File: src/rtl/pipe_pkg.sv
// Shared pipeline constants: BHT counter states, branch opcode
// bit-26 meaning and the default instruction-address width.
package pipe_pkg;

  typedef enum logic [1:0] {
    SNT = 2'b00,
    WNT = 2'b01,
    WT  = 2'b10,
    ST  = 2'b11
  } bht_e;

  localparam logic BEQ = 1'b0;
  localparam logic BNE = 1'b1;

  localparam int PC_W_DEF = 8;

  localparam logic [15:0] CNT_MAX = 16'hFFFF;

endpackage

File: src/rtl/branch_resolve_inst2_sat_counter2.sv
// One 2-bit saturating branch-history counter.
// Resets to weakly not-taken; moves one step per enabled update.
module sat_counter2
  import pipe_pkg::*;
(
  input  logic       clk,
  input  logic       rst_n,
  input  logic       en,
  input  logic       inc,
  output logic [1:0] cnt
);

  bht_e cnt_q;
  bht_e cnt_d;

  always_comb begin
    cnt_d = cnt_q;
    if (en) begin
      unique case (cnt_q)
        SNT: cnt_d = inc ? WNT : SNT;
        WNT: cnt_d = inc ? WT  : SNT;
        WT:  cnt_d = inc ? ST  : WNT;
        ST:  cnt_d = inc ? ST  : WT;
        default: cnt_d = WNT;
      endcase
    end
  end

  always_ff @(posedge clk or negedge rst_n) begin
    if (!rst_n) cnt_q <= WNT;
    else        cnt_q <= cnt_d;
  end

  assign cnt = cnt_q;

endmodule

File: src/rtl/branch_resolve_inst2.sv
// Slot-2 beq/bne resolution in EX: mispredict flush/redirect,
// the fetch-side BHT and saturating debug event counters.
module branch_resolve_inst2
  import pipe_pkg::*;
#(
  parameter int IDX_W = 4,
  parameter int PC_W  = PC_W_DEF
) (
  input  logic            clk,
  input  logic            reset,
  input  logic            Branch_inst2_EX,
  input  logic            bit26_E_inst2,
  input  logic            prediction_EX_2,
  input  logic [31:0]     srcA_EX_inst2,
  input  logic [31:0]     srcB_EX_inst2,
  input  logic [PC_W-1:0] pcBranch_EX,
  input  logic [PC_W-1:0] pcPlus1_EX,
  input  logic [PC_W-1:0] pc_EX_inst2,
  input  logic            stall_E,
  input  logic [PC_W-1:0] pcF,
  output logic            predictionF,
  output logic            flush_D_2,
  output logic            flush_F,
  output logic            redirect_valid,
  output logic [PC_W-1:0] redirect_pc,
  output logic [15:0]     branch_count,
  output logic [15:0]     mispredict_count
);

  localparam int BHT_N = 1 << IDX_W;

  logic             resolve;
  logic             eq;
  logic             actual_taken;
  logic             mispredict;
  logic [IDX_W-1:0] upd_idx;
  logic [IDX_W-1:0] lkp_idx;
  logic [1:0]       bht [BHT_N];

  logic [15:0] branch_count_q;
  logic [15:0] branch_count_d;
  logic [15:0] mispredict_count_q;
  logic [15:0] mispredict_count_d;

  assign upd_idx = pc_EX_inst2[IDX_W-1:0];
  assign lkp_idx = pcF[IDX_W-1:0];

  // High PC bits only matter to the redirect, not the table index.
  logic unused_pc_hi;
  assign unused_pc_hi = ^{pc_EX_inst2[PC_W-1:IDX_W],
                          pcF[PC_W-1:IDX_W]};

  always_comb begin
    resolve      = Branch_inst2_EX & ~stall_E;
    eq           = (srcA_EX_inst2 == srcB_EX_inst2);
    actual_taken = eq ^ (bit26_E_inst2 == BNE);
    mispredict   = resolve & (actual_taken != prediction_EX_2);
    redirect_pc  = '0;
    if (mispredict) begin
      redirect_pc = actual_taken ? pcBranch_EX : pcPlus1_EX;
    end
  end

  assign flush_D_2      = mispredict;
  assign flush_F        = mispredict;
  assign redirect_valid = mispredict;

  for (genvar i = 0; i < BHT_N; i++) begin : g_bht
    sat_counter2 u_ctr (
      .clk   (clk),
      .rst_n (reset),
      .en    (resolve && (upd_idx == IDX_W'(i))),
      .inc   (actual_taken),
      .cnt   (bht[i])
    );
  end

  // Lookup reads the registered entry: no same-cycle bypass.
  assign predictionF = bht[lkp_idx][1];

  always_comb begin
    branch_count_d     = branch_count_q;
    mispredict_count_d = mispredict_count_q;
    if (resolve && branch_count_q != CNT_MAX) begin
      branch_count_d = branch_count_q + 16'd1;
    end
    if (mispredict && mispredict_count_q != CNT_MAX) begin
      mispredict_count_d = mispredict_count_q + 16'd1;
    end
  end

  always_ff @(posedge clk or negedge reset) begin
    if (!reset) begin
      branch_count_q     <= '0;
      mispredict_count_q <= '0;
    end else begin
      branch_count_q     <= branch_count_d;
      mispredict_count_q <= mispredict_count_d;
    end
  end

  assign branch_count     = branch_count_q;
  assign mispredict_count = mispredict_count_q;

endmodule

File: config.mk
export PLATFORM = sky130hd
export DESIGN_NAME = branch_resolve_inst2
export DESIGN_NICKNAME = d
export VERILOG_FILES = /design/src/rtl/pipe_pkg.sv /design/src/rtl/branch_resolve_inst2_sat_counter2.sv /design/src/rtl/branch_resolve_inst2.sv
export SDC_FILE = /design/constraint.sdc
export NUM_CORES = 1
export LEC_CHECK = 0
export ABC_AREA = 1
export ABC_CLOCK_PERIOD_IN_PS = 4540
export CELL_PAD_IN_SITES_DETAIL_PLACEMENT = 1
export CELL_PAD_IN_SITES_GLOBAL_PLACEMENT = 2
export CORE_MARGIN = 8
export CORE_UTILIZATION = 24
export CTS_CLUSTER_DIAMETER = 150
export CTS_CLUSTER_SIZE = 10
export DETAILED_ROUTE_END_ITERATION = 6
export PLACE_DENSITY = 0.8
export SLEW_MARGIN = 20
export SYNTH_ARGS = -nofsm -noshare
export SYNTH_HDL_FRONTEND = slang
export SYNTH_HIERARCHICAL = 1
export SYNTH_SLANG_ARGS = --single-unit
export TNS_END_PERCENT = 100
File: constraint.sdc
create_clock -name clk -period 4.54 [get_ports clk]
set_input_delay 0.908 -clock clk [delete_from_list [all_inputs] [get_ports clk]]
set_output_delay 0.908 -clock clk [all_outputs]
set_load 0.05 [all_outputs]
# After elaboration in Yosys (flattened, before gate mapping)
# Cells that the tools add are included.
# W data, S select, Z words.
# classes
reduce_logical,35
eq_ne,67
magnitude_cmp,1
muxes,25
addsub,2
n_bitwise,5
# ops
op,n
$pmux W2 S4,16
$eq A2 B2 Y1 const B,32
$add A16 B1 Y16 const B,2
$eq A2 B1 Y1 const B,16
$eq A32 B32 Y1,1
$eq A4 B4 Y1 const B,8
$logic_not A2 Y1,16
$ne A16 B16 Y1 const B,2
$logic_and A1 B1 Y1,18
$eq A4 B3 Y1 const B,4
$mux W8,2
$bmux W2 S4,1
$eq A4 B2 Y1 const B,2
$mux W2,4
$ge A5 B5 Y1 const B,1
$not A4 Y5,1
$eq A4 B1 Y1 const B,1
$logic_not A4 Y1,1
$and A1 B1 Y1,2
$mux W1,2
$ne A1 B1 Y1,1
$not A1 Y1,1
$xor A1 B1 Y1,1
# totals
input_bits,102
reg_bits,64
output_inout_bits,44

# Depth between registers and ports, before layout
# Gate-level depths: netlist (run 1).
# logic_depth
ltp_word,5
mapped_depth,15

# By module
# The synthesis (run 1) kept the hierarchy.
# by_module_without_submodules
module,seq_area_each_um2,cells_per_inst,n_inst,area_each_um2
branch_resolve_inst2,800.8,434,1,2846.5
sat_counter2,51.3,13,16,97.6

# Least setup slack after synthesis (run 1)
# OpenSTA, ideal clock, no wires.
# synth_timing
kind,input port to output port
start,input port srcB_EX_inst2[4]
end,output port redirect_pc[0]
arrival_ns,3.181
required_time_ns,3.632
path_buffers,0
setup_slack_ns,0.451
path_stages,11
path_cell_list,xnor2_1 -> nand2_1 -> nor2_1 -> nand2_1 -> nor2_1 -> nand2_1 -> nand2_2 -> nand2_2 -> clkinv_1 -> nand2_1 -> a21oi_1
# synth_via
elab_chain_cells,5
# synth_lines
item,line_no,rtl
start: declaration,branch_resolve_inst2.sv:15,"input logic [31:0] srcB_EX_inst2,"
$eq A32 B32 Y1 (*),branch_resolve_inst2.sv:55,eq = (srcA_EX_inst2 == srcB_EX_inst2);
$xor A1 B1 Y1 (*),branch_resolve_inst2.sv:56,actual_taken = eq ^ (bit26_E_inst2 == BNE);
named net actual_taken,branch_resolve_inst2.sv:34,logic actual_taken;
$ne A1 B1 Y1,branch_resolve_inst2.sv:57,mispredict = resolve & (actual_taken != prediction_EX_2);
$and A1 B1 Y1,branch_resolve_inst2.sv:57,
$mux W8 (*),branch_resolve_inst2.sv:59,if (mispredict) begin
end: declaration,branch_resolve_inst2.sv:25,"output logic [PC_W-1:0] redirect_pc,"
# Mark *: on every way through the listed nets, which the timed path passes. The rest lies on a longest branch.

# Worst setup path after layout (run 1)
# layout_timing
start,input port pcF[0]
end,output port predictionF
# layout_via
elab_chain_cells,4
# layout_lines
item,line_no,rtl
start: declaration,branch_resolve_inst2.sv:20,"input logic [PC_W-1:0] pcF,"
$not A4 Y5 (not written as such),branch_resolve_inst2.sv:79,assign predictionF = bht[lkp_idx][1];
$bmux W2 S4,branch_resolve_inst2.sv:79,
$mux W2 (not written as such) (2 in series),branch_resolve_inst2.sv:79,
end: declaration,branch_resolve_inst2.sv:21,"output logic predictionF,"
# Every way passes these cells. The select of a mux whose other input is x is not followed.

==> metrics.cfg, run 1 <==
[worst_setup_path]
slowest_delay_ns = 0.84
slowest_stage = clkdlybuf4s50_1
start_kind = input pin
path_cells = clkdlybuf4s50_1 -> mux2i_1 -> o211ai_1 -> o21ai_0 -> o21ai_0 -> clkdlybuf4s50_1
worstPathArrival_ns = 3.11
path_class = input pin to output pin
crit_path_end_kind = output pin
required_ns = 3.63
r2r_setup_slack_ns = 2.32
crit_fanout = 12

[timing]
relSlewSlack_pct = 42.01
fin_crit_ns = 4.022
min_period_over_period_pct = 88.59
finalSetupViolCount = 0
clock.fmax_mhz = 248.6
hold_viol = 0
timing.hold.ws_ns = 0.4670
grt_setup_unrepaired = no
tightest_slew_ns = 0.8699
setup_slack_ns = 0.5178
tns_ns = 0
fin_worst_skew_ns = 0.007400
report.final.slew_viol_count = 0

[clock_network]
cts_root_buf = clkbuf_16
postCtsHoldBufs = 0
clk_pin_slew_worst_paths_ns = 0.05
cts.sinks = 64
cts_made_buffers = 9
ctsLongestPathBuffers = 2
cts_resized = 0
cts_tree = built
clock_latency_ns = 0.33
htree_levels = 3
post_cts_buffers = 0

[logic_synthesis]
ys_seq_area_share_pct = 36.79
synth_edf_count = 0
netlist_area_um2 = 4408
synth.area.top_cells = dfrtp_1 27%, nand2_1 15%, dfstp_2 9.5%
synth.most_common_cell = nand2_1
synth_top_area_share_pct = 27.25
syn_nets = 746
yosysWarnings = 6
avgSynthCellArea_um2 = 6.866
synth_common_cells = 180 x nand2_1, 87 x inv_1, 80 x nor2_1, 55 x o21ai_0, 48 x dfrtp_1
synth_top_area_cell = dfrtp_1
synthCells = 642
ys_seq_elements = 64
yosys.cell_types.count = 33
synthFlopType = dfrtp_1
async_flop_share_pct = 100.0

[finish]
drive_gt1_share_pct = 8.449
fill_cells = 2240
syn2layout_area_growth_pct = 45.13
final_util_pct = 35.49
antenna_cells = 0
layout.nets = 892

[global_route]
grt_pass1_vias = 5296
grt_overflow_total = 0
grt_first_pass_wirelength_um = 26010
grtUsageTotal_pct = 14.35
antenna_found_initial = 0
grt_max_degree = 65

[run]
maxCapViolCount = 0

[routing]
via_per_inst = 4.523
wl_per_cell_um = 15.42
firstDrtPassIters = 4
drt-initial-drc-count = 135
num_vias = 4623
postRouteAntennaNets = 0
routed_wl_um = 15760
drc = 0

[die]
dieArea_um2 = 22960
ios = 146
core_area_um2 = 18020
die_width_um = 151.5
initial_utilization_pct = 24.46
rows = 49
die_h_um = 151.5

[pwr]
leakage_nw = 2.803
vdd_drop_max_uv = 325.2
power_density_nw_per_um2 = 354.3

[worst_hold_path]
hp-class = flip-flop to flip-flop

[placed_design]
io_buffer_count = 137
post-dp-hpwl_um = 12550
post-place-ws_ns = 0.4838
gp_congestion = 0.8055

[status]
status = completed

## metal layers
layer	up-vias	wire length (um)	track usage [%]
li1	2285	-	-
met1	2265	6434	15.30
met2	57	8575	27.69
met3	16	582	3.594
met4	0	166	3.185
met5	-	0	0
## worst max-delay path: cells and delay by family
| kind | cells | cell delay (ns) |
|---|---|---|
| mux | 1 | 0.16 |
| compound gates | 3 | 0.43 |
| buf+inv | 2 | 1.61 |
## flip-flops by register name (all words and copies together), names as in the netlist
signal and count:
g_bht.u_ctr/cnt 32, branch_count 16, mispredict_count 16
## where the power goes
part | internal, mW | switching, mW | leakage [nW]
clock network | 0.537 | 0.267 | 0.166
logic | 0.264 | 0.377 | 1.83
registers | 0.702 | 0.120 | 0.803
total | 1.50 | 0.763 | 2.80
## final cells by class
type | instances | area [um^2] | share of cell area, %
clock buffers | 9 | 225.2 | 3.520
clock inverters | 7 | 120.1 | 1.878
inverters | 105 | 394.1 | 6.161
multi-input cells | 467 | 2344 | 36.63
flip-flops and latches | 64 | 1622 | 25.35
well taps | 229 | 286.5 | 4.479
repair buffers | 141 | 1406 | 21.98
## metrics by stage
stage          instance area, um^2  total power [mW]  std cells
2_1_floorplan                 4408             1.183        642
3_3_place_gp                  6052             1.441       1006
3_5_place_dp                  6052             1.478       1006
4_1_cts                       6397             2.308       1022
5_1_grt                       6397             2.407       1022
6_report                      6397             2.267       1022
## cells in the final DEF, fill, tap and decap left out, types with 12 or more instances in the layout
cell type,n
nand2_1,180
clkdlybuf4s50_1,125
inv_1,87
nor2_1,80
o21ai_0,55
dfrtp_1,48
nand3_1,34
a21oi_1,29
xnor2_1,28
xor2_1,20
clkinv_1,17
dfstp_2,16
buf_4,12
## worst paths after layout
path                                                    start                                 end  depth (start not counted)
max                                                    pcF[0]                         predictionF                          6
min                        g_bht[15].u_ctr/cnt[0]$_DFFE_PN1P_  g_bht[15].u_ctr/cnt[0]$_DFFE_PN1P_                          2
max reg2reg                   mispredict_count[0]$_DFFE_PN0P_     mispredict_count[3]$_DFFE_PN0P_                          9
min reg2reg                g_bht[15].u_ctr/cnt[0]$_DFFE_PN1P_  g_bht[15].u_ctr/cnt[0]$_DFFE_PN1P_                          2
max in group asynchronous                               reset   g_bht[6].u_ctr/cnt[0]$_DFFE_PN1P_                          2
min in group asynchronous                               reset  g_bht[13].u_ctr/cnt[1]$_DFFE_PN0P_                          1
## cell families (layout without fill, tap and decap cells)
group / count (synthesis) / in the layout / share of synthesized area (%)
simple gates: 325 / 325 / 31.85
flops: 64 / 64 / 36.79
xor+xnor: 48 / 48 / 9.537
fa+ha+maj: 2 / 2 / 0.5676
buf+inv: 111 / 262 / 10.05
compound gates: 87 / 87 / 10.05
mux: 5 / 5 / 1.164
No activity file was read; power rests on OpenSTA's default activity.
==> inputs of run 2 (changes only) <==
Settings changed: CAP_MARGIN set to 10, GPL_TIMING_DRIVEN set to 0, SLEW_MARGIN 20 to 10.
==> metrics.cfg, run 2 (same netlist as run 1, synthesis figures left out) <==
[status]
status = completed  ; unchanged

[routing]
num_vias = 4572  ; was 4,623
drc = 0  ; unchanged
postRouteAntennaNets = 0  ; unchanged
drt-initial-drc-count = 119  ; was 135
via_per_inst = 4.460  ; was 4.523
routed_wl_um = 15750  ; was 15,760 um
wl_per_cell_um = 15.36  ; was 15.42 um
firstDrtPassIters = 4  ; unchanged

[timing]
hold_viol = 0  ; unchanged
tightest_slew_ns = 0.5415  ; was 0.8699 ns
fin_worst_skew_ns = 0.01081  ; was 0.007400 ns
clock.fmax_mhz = 231.9  ; was 248.6 MHz
finalSetupViolCount = 0  ; unchanged
report.final.slew_viol_count = 0  ; unchanged
grt_setup_unrepaired = no  ; unchanged
relSlewSlack_pct = 63.79  ; was 42.01%
timing.hold.ws_ns = 0.4633  ; was 0.4670 ns
min_period_over_period_pct = 94.98  ; was 88.59%
fin_crit_ns = 4.312  ; was 4.022 ns

[die]
core_area_um2 = 18020  ; unchanged
die_h_um = 151.5  ; unchanged
die_width_um = 151.5  ; unchanged
initial_utilization_pct = 24.46  ; unchanged
dieArea_um2 = 22960  ; unchanged
ios = 146  ; unchanged
rows = 49  ; unchanged

[global_route]
grt_max_degree = 73  ; was 65
grt_overflow_total = 0  ; unchanged
antenna_found_initial = 0  ; unchanged
grt_pass1_vias = 5109  ; was 5,296
grt_first_pass_wirelength_um = 25610  ; was 26,010 um
grtUsageTotal_pct = 14.22  ; was 14.35%

[finish]
largest_reg_flops = 32  ; unchanged
layout_commonest_cell = nand2_1  ; unchanged
fill_cells = 2220  ; was 2,240
syn2layout_area_growth_pct = 44.59  ; was 45.13%
final_cell_mix = 180 x nand2_1, 125 x clkdlybuf4s50_1, 87 x inv_1  ; unchanged
antenna_cells = 0  ; unchanged
layout.nets = 895  ; was 892
finalNonFillerCells = 1025  ; was 1,022
drive_gt1_share_pct = 8.417  ; was 8.449%

[pwr]
leakage_nw = 2.800  ; was 2.803 nW
vdd_drop_max_uv = 255.8  ; was 325.2 uV
clockPowerShare_pct = 33.9  ; was 35.5%
pwr-share-seq_pct = 37.1  ; was 36.3%
p_comb_share_pct = 29.0  ; was 28.3%
power_density_nw_per_um2 = 348.4  ; was 354.3 nW/um^2
p_sw_mw = 0.7747  ; was 0.7633 mW
swShare_pct = 34.88  ; was 33.68%
intPower_mw = 1.446  ; was 1.503 mW

[worst_setup_path]
r2r_setup_slack_ns = 2.39  ; was 2.32 ns
path_class = input pin to output pin  ; unchanged
ff2ff_path_depth = 10  ; was 9
worstPathArrival_ns = 3.40  ; was 3.11 ns
required_ns = 3.63  ; about the same
start_kind = input pin  ; unchanged
crit_fanout = 12  ; unchanged
crit_path_end_kind = output pin  ; unchanged

[run]
maxCapViolCount = 0  ; unchanged

[placed_design]
post-dp-hpwl_um = 12720  ; was 12,550 um
gp_congestion = 0.8018  ; was 0.8055
dp.cells = 1009  ; was 1,006
io_buffer_count = 137  ; unchanged

[clock_network]
htree_levels = 3  ; unchanged
cts_tree = built  ; unchanged
clk_pin_slew_worst_paths_ns = 0.06  ; was 0.05 ns
ctsLongestPathBuffers = 2  ; unchanged
cts.sinks = 64  ; unchanged
cts_root_buf = clkbuf_16  ; unchanged
cts_made_buffers = 9  ; unchanged
clock_latency_ns = 0.34  ; was 0.33 ns

[worst_hold_path]
min_path_cells = 2  ; unchanged
hp-class = flip-flop to flip-flop  ; unchanged

run 2: cell types whose count changed in the layout (fill, tap and decap cells not counted), sizes merged:
cell,previous run,this run
dlygate4sd2,0,3
clkinv,20,19
buf,16,8
bufinv,3,2
clkinvlp,1,3
clkbuf,9,17
run 2: worst max-delay path, cell delays in order:
cell and delay, ns:
clkdlybuf4s50_1 0.44, xnor2_1 0.26, nand2_1 0.09, nor2_1 0.13, nand2_1 0.07, nor2_2 0.10
nand3_2 0.11, nand3_2 0.13, nand2_2 0.08, nor2_4 0.24, buf_6 0.20, buf_4 0.12
dlygate4sd2_1 0.52
run 2: final cells by class:
class / count / area (um^2) / area share [%]
clock buffer: 9 / 225.2 / 3.534
multi-input combinational: 467 / 2344 / 36.77
buffer: 6 / 48.80 / 0.7656
tap: 229 / 286.5 / 4.495
clock inverter: 7 / 96.34 / 1.512
timing repair buffer: 138 / 1345 / 21.10
inverter: 105 / 406.6 / 6.380
sequential: 64 / 1622 / 25.44
run 2: path summary, 6_finish.rpt:
path | start | endpoint
setup / recovery | srcA_EX_inst2[24] | redirect_valid
hold / removal | g_bht[7].u_ctr/cnt[0]$_DFFE_PN1P_ | g_bht[7].u_ctr/cnt[0]$_DFFE_PN1P_
max in group asynchronous | reset | g_bht[3].u_ctr/cnt[0]$_DFFE_PN1P_
min in group asynchronous | reset | g_bht[4].u_ctr/cnt[1]$_DFFE_PN0P_
hold reg to reg | g_bht[7].u_ctr/cnt[0]$_DFFE_PN1P_ | g_bht[7].u_ctr/cnt[0]$_DFFE_PN1P_
setup reg to reg | mispredict_count[0]$_DFFE_PN0P_ | mispredict_count[3]$_DFFE_PN0P_
run 2: what timing repair did:
item                       in CTS  in global routing
resized for setup              13                 16
hold buffers                    0                  0
setup buffers                   0                  0
setup endpoints to repair      11                  8
run 2: layer usage:
metal / global-route usage, % / share of wire (%) / vias to the layer above
li1: - / - / 2292
met1: 15.44 / 42 / 2217
met2: 26.91 / 54 / 56
met3: 3.950 / 3.6 / 7
met4: 2.940 / 0.76 / 0
met5: 0 / 0 / -
run 2: stage by stage:
| step | setup WS, ns | setup TNS (ns) | instance area (um^2) | power [mW] | util (%) |
|---|---|---|---|---|---|
| after floorplan | 0.4510 | 0 | 4408 | 1.183 | - |
| after global placement | -1.165 | -9.169 | 6066 | 1.438 | 33.65 |
| after detailed placement | -0.5987 | -4.705 | 6085 | 1.482 | 33.76 |
| after CTS | 0.09270 | 0 | 6404 | 2.255 | 35.53 |
| after global routing | 0.01766 | 0 | 6374 | 2.358 | 35.36 |
| final | 0.2281 | 0 | 6374 | 2.221 | 35.36 |
run 2: power by group through the flow:
stage	Clock (mW)	Sequential, mW	Combinational, mW
2_1_floorplan	0	0.928	0.255
3_3_place_gp	0	0.818	0.621
3_5_place_dp	0	0.830	0.653
4_1_cts	0.778	0.823	0.655
5_1_grt	0.806	0.844	0.708
6_report	0.753	0.824	0.644
==> inputs of run 3 (changes only) <==
Settings changed: SETUP_SLACK_MARGIN set to 0.3.
==> metrics.cfg, run 3 (same netlist as run 1, synthesis figures left out) <==
[global_route]
grt_pass1_vias = 5164  ; was 5,109
grt_max_degree = 37  ; was 73
antenna_found_initial = 0  ; unchanged
grtUsageTotal_pct = 14.48  ; was 14.22%
grt_overflow_total = 0  ; unchanged
grt_first_pass_wirelength_um = 26030  ; was 25,610 um

[worst_setup_path]
ff2ff_path_depth = 10  ; unchanged
crit_path_end_kind = output pin  ; unchanged
required_ns = 3.63  ; about the same
path_class = input pin to output pin  ; unchanged
rr_endpoint = mispredict_count[3]$_DFFE_PN0P_  ; unchanged
r2r_setup_slack_ns = 2.40  ; was 2.39 ns
start_kind = input pin  ; unchanged
worstPathArrival_ns = 3.14  ; was 3.40 ns
crit_fanout = 12  ; unchanged
timing.rr.start = mispredict_count[0]$_DFFE_PN0P_  ; unchanged

[timing]
fin_crit_ns = 4.051  ; was 4.312 ns
hold_viol = 0  ; unchanged
relSlewSlack_pct = 63.93  ; was 63.79%
report.final.slew_viol_count = 0  ; unchanged
min_period_over_period_pct = 89.23  ; was 94.98%
fin_worst_skew_ns = 0.01168  ; was 0.01081 ns
finalSetupViolCount = 0  ; unchanged
clock.fmax_mhz = 246.8  ; was 231.9 MHz
grt_setup_unrepaired = no  ; unchanged
tightest_slew_ns = 0.5394  ; was 0.5415 ns

[pwr]
vdd_drop_max_uv = 255.8  ; about the same
intPower_mw = 1.448  ; was 1.446 mW
power_density_nw_per_um2 = 347.3  ; was 348.4 nW/um^2
swShare_pct = 35.01  ; was 34.88%
leakage_nw = 2.826  ; was 2.800 nW
p_comb_share_pct = 29.1  ; was 29.0%
clockPowerShare_pct = 33.9  ; about the same
pwr-share-seq_pct = 37.0  ; was 37.1%
p_sw_mw = 0.7799  ; was 0.7747 mW

[routing]
drc = 0  ; unchanged
routed_wl_um = 16090  ; was 15,750 um
wl_per_cell_um = 15.64  ; was 15.36 um
num_vias = 4631  ; was 4,572
via_per_inst = 4.500  ; was 4.460
postRouteAntennaNets = 0  ; unchanged
firstDrtPassIters = 4  ; unchanged
drt-initial-drc-count = 118  ; was 119

[finish]
drive_gt1_share_pct = 9.375  ; was 8.417%
layout.nets = 899  ; was 895
layout_commonest_cell = nand2_1  ; unchanged
final_area_um2 = 6414  ; was 6374 um^2
largest_reg_flops = 32  ; unchanged
syn2layout_area_growth_pct = 45.50  ; was 44.59%
finalNonFillerCells = 1029  ; was 1,025
antenna_cells = 0  ; unchanged
final_cell_mix = 180 x nand2_1, 124 x clkdlybuf4s50_1, 87 x inv_1  ; was 180 x nand2_1, 125 x clkdlybuf4s50_1, 87 x inv_1

[worst_hold_path]
whs_endpoint = g_bht[7].u_ctr/cnt[0]$_DFFE_PN1P_  ; unchanged
hp-class = flip-flop to flip-flop  ; unchanged
min_path_cells = 2  ; unchanged
min_from = g_bht[7].u_ctr/cnt[0]$_DFFE_PN1P_  ; unchanged

[placed_design]
dp.cells = 1009  ; unchanged
gp_congestion = 0.8018  ; unchanged
post-dp-hpwl_um = 12720  ; unchanged
placed_cell_area_um2 = 6085  ; unchanged
io_buffer_count = 137  ; unchanged

[clock_network]
ctsLongestPathBuffers = 2  ; unchanged
cts_tree = built  ; unchanged
clock_latency_ns = 0.34  ; about the same
cts_root_buf = clkbuf_16  ; unchanged
postCtsHoldBufs = 0  ; unchanged
htree_levels = 3  ; unchanged
cts_made_buffers = 9  ; unchanged
cts.sinks = 64  ; unchanged
clk_pin_slew_worst_paths_ns = 0.06  ; about the same

[run]
maxCapViolCount = 0  ; unchanged

[status]
status = completed  ; unchanged

[die]
die_width_um = 151.5  ; unchanged
dieArea_um2 = 22960  ; unchanged
initial_utilization_pct = 24.46  ; unchanged
rows = 49  ; unchanged
core_area_um2 = 18020  ; unchanged
ios = 146  ; unchanged
die_h_um = 151.5  ; unchanged

run 3: changes by cell type in the layout (fill, tap and decap cells not counted), moves of 2 or more:
cell           delta
buf_2             +9
clkbuf_2          -8
buf_4             +3
dlygate4sd2_1     -2
run 3: layout make-up:
class,instances,area [um^2]
Timing Repair inverter,1,8.758
Timing Repair Buffer,141,1364
Tap cell,229,286.5
Clock inverter,7,96.34
Clock buffer,9,225.2
Sequential cell,64,1622
Multi-Input combinational cell,467,2356
Buffer,6,48.80
Fill cell,2218,11610
Inverter,105,406.6
run 3: power by group through the flow:
stage | Clock [mW] | Combinational, mW | Sequential [mW]
5_1_grt | 0.806 | 0.713 | 0.844
4_1_cts | 0.778 | 0.658 | 0.823
3_5_place_dp | 0 | 0.653 | 0.830
3_3_place_gp | 0 | 0.621 | 0.818
6_report | 0.756 | 0.649 | 0.823
2_1_floorplan | 0 | 0.255 | 0.928
run 3: repair_timing:
item	CTS	global route
setup endpoints to repair	12	11
cloned	1	0
pin swaps	0	1
resized for setup	37	22
buffers inserted	0	3
run 3: through the flow:
stage / worst slack (ns) / setup TNS [ns] / total power [mW] / util, % / hold slack [ns]
floorplan: 0.4510 / 0 / 1.183 / - / 0.4443
global placement: -1.165 / -9.169 / 1.438 / 33.65 / 0.4505
detailed placement: -0.5987 / -4.705 / 1.482 / 33.76 / 0.4570
CTS: 0.2614 / 0 / 2.258 / 35.71 / 0.4662
global route: 0.3159 / 0 / 2.363 / 35.58 / 0.4873
finish: 0.4889 / 0 / 2.228 / 35.58 / 0.4629
run 3: worst max-delay path by stage:
stage,slack (ns),from,cells past startpoint,endpoint
finish,0.49,srcB_EX_inst2[15],12,flush_D_2
global route,0.32,srcB_EX_inst2[16],13,redirect_pc[0]
CTS,0.26,srcB_EX_inst2[16],13,redirect_pc[1]
detailed placement,-0.60,srcA_EX_inst2[24],12,redirect_pc[1]
global placement,-1.16,srcA_EX_inst2[24],12,redirect_pc[3]
floorplan,0.45,srcB_EX_inst2[4],11,redirect_pc[0]
run 3: routing by layer:
layer	part of all wire (%)	global-route usage, %	vias up
met5	0	0	-
met4	0.76	2.989	0
met3	3.4	3.950	7
met2	55	27.56	56
met1	41	15.64	2270
li1	-	-	2298
run 3: worst max-delay path: stages:
cell	delay, ns
clkdlybuf4s50_1	0.42
xnor2_1	0.26
nand2_1	0.08
nor2_1	0.14
nand2_1	0.08
nor2_2	0.11
nand3_2	0.13
nand3_2	0.14
nand2_2	0.08
nor2_4	0.22
buf_6	0.19
clkdlybuf4s15_2	0.38
